### src/rtl/cpu_pkg.sv
// rtl/cpu_pkg.sv - state encoding, pc_src encodings and defaults shared by the control FSM
package cpu_pkg;

  typedef enum logic [2:0] {
    IDLE     = 3'd0,
    FETCH    = 3'd1,
    DECODE   = 3'd2,
    DEC_WAIT = 3'd3,
    EXEC     = 3'd4,
    MEM      = 3'd5,
    WB       = 3'd6,
    HALT     = 3'd7
  } state_t;

  localparam logic [1:0] PC_PLUS4 = 2'd0;
  localparam logic [1:0] PC_IMM   = 2'd1;
  localparam logic [1:0] PC_ALU   = 2'd2;

  localparam int MEM_TO_CYCLES_DEF = 16;

  // Branches override PCsel; PCsel values other than ALU fall back to PC+4.
  function automatic logic [1:0] pc_src_sel(input logic branch, input logic br_taken,
                                            input logic [1:0] pcsel);
    if (branch)
      return br_taken ? PC_IMM : PC_PLUS4;
    else if (pcsel == PC_ALU)
      return PC_ALU;
    else
      return PC_PLUS4;
  endfunction

endpackage

### src/rtl/perf_cnt.sv
// rtl/perf_cnt.sv - free-running cycle and retired-instruction counters
module perf_cnt (
  input  logic        clk,
  input  logic        rst,
  input  logic        cyc_en,
  input  logic        ret_en,
  output logic [31:0] cycles,
  output logic [31:0] instret
);

  // Both counters wrap naturally at 32 bits.
  always_ff @(posedge clk or posedge rst) begin
    if (rst) begin
      cycles  <= 32'd0;
      instret <= 32'd0;
    end else begin
      if (cyc_en) cycles  <= cycles + 32'd1;
      if (ret_en) instret <= instret + 32'd1;
    end
  end

endmodule

### src/rtl/ctrl_fsm.sv
// rtl/ctrl_fsm.sv - multi-cycle CPU control FSM; PERF_CNT_EN adds cycles/instret counters
module ctrl_fsm
  import cpu_pkg::*;
#(
  parameter int MEM_TO_CYCLES = MEM_TO_CYCLES_DEF
) (
  input  logic        clk,
  input  logic        rst,
  input  logic        start,
  input  logic        id_comp,
  input  logic        halt,
  input  logic        branch,
  input  logic        memread,
  input  logic        memwrite,
  input  logic        regwrite,
  input  logic [1:0]  PCsel,
  input  logic        br_taken,
  input  logic        mem_ack,
  output logic        ir_we,
  output logic        decode,
  output logic        alu_en,
  output logic        mem_req,
  output logic        mem_we,
  output logic        reg_we,
  output logic        pc_we,
  output logic        halted,
  output logic        mem_err,
  output logic [1:0]  pc_src,
  output logic [2:0]  state
`ifdef PERF_CNT_EN
  ,
  output logic [31:0] cycles,
  output logic [31:0] instret
`endif
);

  localparam logic [15:0] TO_LAST = 16'(MEM_TO_CYCLES - 1);

  state_t      state_q, state_d;
  logic [15:0] to_cnt_q, to_cnt_d;
  logic        capture;

  logic        branch_q, memread_q, memwrite_q, regwrite_q;
  logic [1:0]  pcsel_q;

  always_comb begin
    state_d  = state_q;
    to_cnt_d = to_cnt_q;
    capture  = 1'b0;
    case (state_q)
      IDLE:     if (start) state_d = FETCH;
      FETCH:    state_d = DECODE;
      DECODE:   state_d = DEC_WAIT;
      DEC_WAIT: begin
        if (id_comp) begin
          capture = 1'b1;
          state_d = halt ? HALT : EXEC;
        end
      end
      EXEC: begin
        to_cnt_d = 16'd0;
        state_d  = (memread_q | memwrite_q) ? MEM : WB;
      end
      // An ack on the final allowed cycle still wins over the timeout.
      MEM: begin
        if (mem_ack)
          state_d = WB;
        else if (to_cnt_q == TO_LAST)
          state_d = HALT;
        else
          to_cnt_d = to_cnt_q + 16'd1;
      end
      WB:       state_d = FETCH;
      HALT:     state_d = HALT;
      default:  state_d = IDLE;
    endcase
  end

  // Strobes are decoded from the next state and registered so they line up with state_q.
  always_ff @(posedge clk or posedge rst) begin
    if (rst) begin
      state_q    <= IDLE;
      to_cnt_q   <= 16'd0;
      branch_q   <= 1'b0;
      memread_q  <= 1'b0;
      memwrite_q <= 1'b0;
      regwrite_q <= 1'b0;
      pcsel_q    <= PC_PLUS4;
      ir_we      <= 1'b0;
      decode     <= 1'b0;
      alu_en     <= 1'b0;
      mem_req    <= 1'b0;
      mem_we     <= 1'b0;
      reg_we     <= 1'b0;
      pc_we      <= 1'b0;
      halted     <= 1'b0;
      mem_err    <= 1'b0;
      pc_src     <= PC_PLUS4;
    end else begin
      state_q  <= state_d;
      to_cnt_q <= to_cnt_d;
      if (capture) begin
        branch_q   <= branch;
        memread_q  <= memread;
        memwrite_q <= memwrite;
        regwrite_q <= regwrite;
        pcsel_q    <= PCsel;
      end
      ir_we   <= (state_d == FETCH);
      decode  <= (state_d == DECODE);
      alu_en  <= (state_d == EXEC);
      mem_req <= (state_d == MEM);
      mem_we  <= (state_d == MEM) && memwrite_q;
      reg_we  <= (state_d == WB) && regwrite_q;
      pc_we   <= (state_d == WB);
      halted  <= (state_d == HALT);
      mem_err <= mem_err | ((state_q == MEM) && (state_d == HALT));
      pc_src  <= (state_d == WB) ? pc_src_sel(branch_q, br_taken, pcsel_q) : PC_PLUS4;
    end
  end

  assign state = state_q;

`ifdef PERF_CNT_EN
  perf_cnt u_perf_cnt (
    .clk     (clk),
    .rst     (rst),
    .cyc_en  ((state_q != IDLE) && (state_q != HALT)),
    .ret_en  (state_q == WB),
    .cycles  (cycles),
    .instret (instret)
  );
`else
  // Default build carries no performance counters.
`endif

endmodule

### config.mk
export PLATFORM = sky130hd
export DESIGN_NAME = ctrl_fsm
export DESIGN_NICKNAME = d
export VERILOG_FILES = /design/src/rtl/cpu_pkg.sv /design/src/rtl/perf_cnt.sv /design/src/rtl/ctrl_fsm.sv
export SDC_FILE = /design/constraint.sdc
export NUM_CORES = 1
export LEC_CHECK = 0
export BUFFER_PORTS_ARGS = -buffer_cell sky130_fd_sc_hd__buf_2
export CAP_MARGIN = 5
export CORE_UTILIZATION = 55
export CTS_BUF_LIST = sky130_fd_sc_hd__clkbuf_16
export CTS_CLUSTER_DIAMETER = 120
export DETAILED_ROUTE_END_ITERATION = 7
export GPL_TIMING_DRIVEN = 0
export PLACE_DENSITY_LB_ADDON = 0.15
export SYNTH_ARGS = -nofsm -noshare
export SYNTH_HDL_FRONTEND = slang
export SYNTH_SLANG_ARGS = --single-unit
### constraint.sdc
create_clock -name clk -period 3.7 [get_ports clk]
set_input_delay 0.185 -clock clk [delete_from_list [all_inputs] [get_ports clk]]
set_output_delay 0.185 -clock clk [all_outputs]
set_load 0.01 [all_outputs]
==> impl_results.rst <==
.. list-table::
   :header-rows: 1

   * - Metric
     - Value
   * - Run status
     - finished, violations left
   * - Violations in the final reports
     - hold timing
   * - Crit Path Max Fanout
     - 7
   * - Detailed placer's ending HPWL
     - 2730 um
   * - Ratio of routed vias to standard cells
     - 5.80
   * - Setup bufs post-CTS
     - 0
   * - Flops & latches, synth
     - 36
   * - Initial DRC count
     - 81
   * - Number of antenna diodes
     - 0
   * - WP data arrival
     - 2230 ps
   * - Initial standard-cell utilization of the core
     - 57.4%
   * - Largest area contributor in the synthesized netlist
     - sky130_fd_sc_hd__dfrtp_1
   * - Overall global routing resource usage
     - 24.6%
   * - Period Utilization, post-route
     - 55.8%
   * - TritonCTS clock tree
     - built
   * - Library cell used as clock root buffer
     - sky130_fd_sc_hd__clkbuf_16
   * - Post-detailed-route DRC marker count
     - 0
   * - Share of total power in combinational logic
     - 32.4%
   * - Data required time at the worst endpoint
     - 3870 ps
   * - Core Rows
     - 20
   * - Top achievable clock speed
     - 485 MHz
   * - Total length of routed wires
     - 3780 um
   * - Area after DPL
     - 1950 um2
   * - Proportion of register bits with asynchronous set or reset after synthesis
     - 100%
   * - Ports placed on the boundary
     - 27
   * - Internal power of the cells
     - 1.06 mW
   * - Total net switching power
     - 0.567 mW
   * - CORE AREA
     - 3030 um2
   * - CP Launch Type
     - flop
   * - Clock sink total
     - 36
   * - Instance count of the mapped netlist
     - 173
   * - Power density over the cells
     - 768 nW/um2
   * - Clock power frac
     - 29.4%
   * - Count of flip-flops with a built-in enable after synthesis
     - 0
   * - # Max-Cap Violations
     - 0
   * - Proportion of total power due to net switching
     - 34.8%
   * - Total via count after detailed routing
     - 1462
   * - Wire length per cell after detailed routing
     - 15.0 um
   * - Setup TNS after final layout
     - 0 ps
   * - Avg Inst Size Synth
     - 10.0 um2
   * - Area growth from synthesis to final layout
     - 21.9%
   * - Fraction of synthesized cell area taken by the top area cell type
     - 51.8%
   * - Nets
     - 221
   * - Final hold violation count
     - 11
   * - Pin count of the biggest net entering global routing
     - 22
   * - Share of final-layout standard cells stronger than drive strength 1
     - 24.0%
   * - Number of max-slew violations in the final report
     - 0
   * - Quantity of gates resized following cts
     - 0
   * - Non-Filler Cell Area, Final
     - 2120 um2
   * - Initial DRT Pass Iterations
     - 4
   * - Number of global-route vias before repair
     - 1446
   * - Cell area after synthesis
     - 1740 um2
   * - Actual transition at the worst max-transition pin
     - 822 ps
   * - Classification of the worst setup path
     - flop to flop
   * - Count of nets left with antenna violations after detail routing
     - 0
   * - Overall die width
     - 58.2 um
   * - Prevailing post-synth register cell
     - sky130_fd_sc_hd__dfrtp_1
   * - Portion of the post-synthesis area used by sequential elements
     - 51.8%
   * - Critical path endpoint category
     - flop
   * - Die area
     - 3390 um2
   * - Number of hold-repair buffers added at the cts stage
     - 0
   * - Most numerous cell in the Yosys netlist
     - sky130_fd_sc_hd__dfrtp_1
   * - Clock-pin transition on the worst setup and hold timing paths
     - 60 ps
   * - Top area cells in the synthesized netlist
     - sky130_fd_sc_hd__dfrtp_1 (52%), sky130_fd_sc_hd__mux2_2 (3.9%), sky130_fd_sc_hd__a21oi_1 (3.2%)
   * - Weighted congestion at the end of routability-driven global placement
     - 0.917
   * - Final worst clock skew
     - 6.46 ps
   * - Worst hold path type
     - input pin to async pin
   * - Number of antenna violations at the first check in global routing
     - 0
   * - First-pass GRT wire length
     - 6330 um
   * - Num CTS Buffers
     - 5
   * - Unrepaired setup endpoints after global routing
     - false
   * - Number of warning messages in the yosys log
     - 0
   * - Die Y-Extent
     - 58.2 um
   * - Clock latency of the later-clocked register in the worst-skew pair
     - 280 ps
   * - Worst IR drop on VDD
     - 0.000598 V
   * - Port-buffer cells
     - 26
   * - Setup slack of the most critical reg-to-reg path
     - 1640 ps
   * - Reg2reg end
     - pc_src[1]
   * - Max-slew headroom at the worst pin
     - 44.8%
   * - Final Critical Period
     - 2060 ps
   * - Unique cell type count in the Yosys netlist
     - 40
   * - Leakage
     - 0.950 nW
   * - Final setup vio count
     - 0
   * - Most frequent cells after synthesis
     - sky130_fd_sc_hd__dfrtp_1 (36), sky130_fd_sc_hd__nor2_1 (14), sky130_fd_sc_hd__nand2_1 (12), sky130_fd_sc_hd__a21oi_1 (11), sky130_fd_sc_hd__nor3_1 (9)
   * - Syn nets
     - 187
   * - Worst hold margin
     - -8.32 ps
   * - CTS H-tree depth
     - 2
   * - Reg2Reg Depth
     - 5
   * - Clock tree buffer depth
     - 2
   * - Remaining global-route overflow
     - 0
   * - Reg2reg start
     - to_cnt_q[0]
   * - Flop pwr share
     - 38.2%
-- cell families (layout without fill, tap and decap cells) --
family          Yosys count  after routing  share of synthesized area, %
fa+ha+maj                 1              1                         0.720
compound gates           32             32                          12.5
simple gates             80             80                          25.8
buf+inv                  14             49                          3.24
flops                    36             36                          51.8
xor+xnor                  4              4                          2.02
mux                       6              6                          3.89
-- final cells by class --
| cell class | count | area [um2] |
|---|---|---|
| Buffer | 6 | 26.3 |
| Fill cell | 239 | 910 |
| Clock inverter | 3 | 42.5 |
| Inverter | 8 | 30.0 |
| Timing Repair Buffer | 27 | 158 |
| Tap cell | 44 | 55.1 |
| Clock buffer | 5 | 125 |
| Multi-Input combinational cell | 123 | 781 |
| Sequential cell | 36 | 901 |
-- worst max-delay path: stages, from the launching register on --
cell and delay [ps]:
sky130_fd_sc_hd__dfrtp_1 410, sky130_fd_sc_hd__ha_1 230, sky130_fd_sc_hd__nor4bb_1 360, sky130_fd_sc_hd__nand4_1 260, sky130_fd_sc_hd__o221a_2 360, sky130_fd_sc_hd__nor4b_1 320
-- how the worst max path moves through the flow --
stage,cells past startpoint,startpoint,slack (ps),to
final,5,to_cnt_q[0],1640,pc_src[1]
after global routing,5,to_cnt_q[0],1410,pc_src[1]
after detailed placement,5,to_cnt_q[0],1690,pc_src[1]
after global placement,5,to_cnt_q[0],1680,pc_src[1]
after floorplan,5,state[1],1880,to_cnt_q[11]
after CTS,5,to_cnt_q[0],1660,pc_src[1]
-- sequential cells by signal, summed over array words and instances, names as in the netlist --
| signal | count |
|---|---|
| pc_we | 1 |
| pcsel_q | 2 |
| memread_q | 1 |
| to_cnt_q | 16 |
| memwrite_q | 1 |
| pc_src | 2 |
| regwrite_q | 1 |
| state | 3 |
| mem_req | 1 |
| alu_en | 1 |
| branch_q | 1 |
| mem_err | 1 |
| decode | 1 |
| reg_we | 1 |
| halted | 1 |
| mem_we | 1 |
| ir_we | 1 |
-- power groups by stage --
stage	sequential [mW]	clock, mW	combinational, mW
3_5_place_dp	0.624	0	0.525
5_1_grt	0.638	0.500	0.590
6_report	0.622	0.478	0.527
3_3_place_gp	0.617	0	0.501
2_1_floorplan	0.624	0	0.358
4_1_cts	0.620	0.481	0.532
-- metrics by stage --
stage | setup WS [ps] | hold WS [ps] | std cells | power, mW | utilization, %
after floorplan | 1880 | 251 | 173 | 0.981 | -
after global placement | 1680 | 358 | 243 | 1.12 | 63.5
after detailed placement | 1690 | 314 | 244 | 1.15 | 64.4
after CTS | 1660 | 19.2 | 252 | 1.63 | 70.0
after global routing | 1410 | 59.0 | 252 | 1.73 | 70.0
final | 1640 | -8.32 | 252 | 1.63 | 70.0
-- cells in the final DEF (no fill, tap or decap), types with 2 or more instances in the layout --
| cell | netlist | layout |
|---|---|---|
| sky130_fd_sc_hd__dfrtp_1 | 36 | 36 |
| sky130_fd_sc_hd__buf_2 | 3 | 29 |
| sky130_fd_sc_hd__nor2_1 | 14 | 14 |
| sky130_fd_sc_hd__nand2_1 | 12 | 12 |
| sky130_fd_sc_hd__a21oi_1 | 11 | 11 |
| sky130_fd_sc_hd__nor3_1 | 9 | 9 |
| sky130_fd_sc_hd__nand3_1 | 8 | 8 |
| sky130_fd_sc_hd__inv_1 | 8 | 8 |
| sky130_fd_sc_hd__mux2_2 | 6 | 6 |
| sky130_fd_sc_hd__nor4_1 | 5 | 5 |
| sky130_fd_sc_hd__clkbuf_16 | 0 | 5 |
| sky130_fd_sc_hd__nand4_1 | 4 | 4 |
| sky130_fd_sc_hd__or4_1 | 4 | 4 |
| sky130_fd_sc_hd__o21ai_0 | 4 | 4 |
| sky130_fd_sc_hd__nor4b_1 | 3 | 3 |
| sky130_fd_sc_hd__clkbuf_1 | 3 | 3 |
| sky130_fd_sc_hd__o31ai_1 | 3 | 3 |
| sky130_fd_sc_hd__nand2b_1 | 3 | 3 |
| sky130_fd_sc_hd__a31o_2 | 3 | 3 |
| sky130_fd_sc_hd__and3_1 | 3 | 3 |
| sky130_fd_sc_hd__or3_1 | 3 | 3 |
| sky130_fd_sc_hd__xnor2_1 | 3 | 3 |
| sky130_fd_sc_hd__or2_1 | 2 | 2 |
| sky130_fd_sc_hd__and4_1 | 2 | 2 |
| sky130_fd_sc_hd__nor2b_1 | 2 | 2 |
| sky130_fd_sc_hd__o21a_1 | 2 | 2 |
| sky130_fd_sc_hd__a31oi_1 | 2 | 2 |
| sky130_fd_sc_hd__a41o_1 | 2 | 2 |
-- layer usage --
layer	part of all wire, %	wire, um	up-vias	GRT usage (%)
met5	0	0	-	0
met4	0	0	0	7.48
met3	5.3	200	0	6.70
met2	52	1980	47	41.9
met1	42	1600	711	30.7
li1	-	-	704	-
Note: power is estimated with default switching activity, not from simulation.
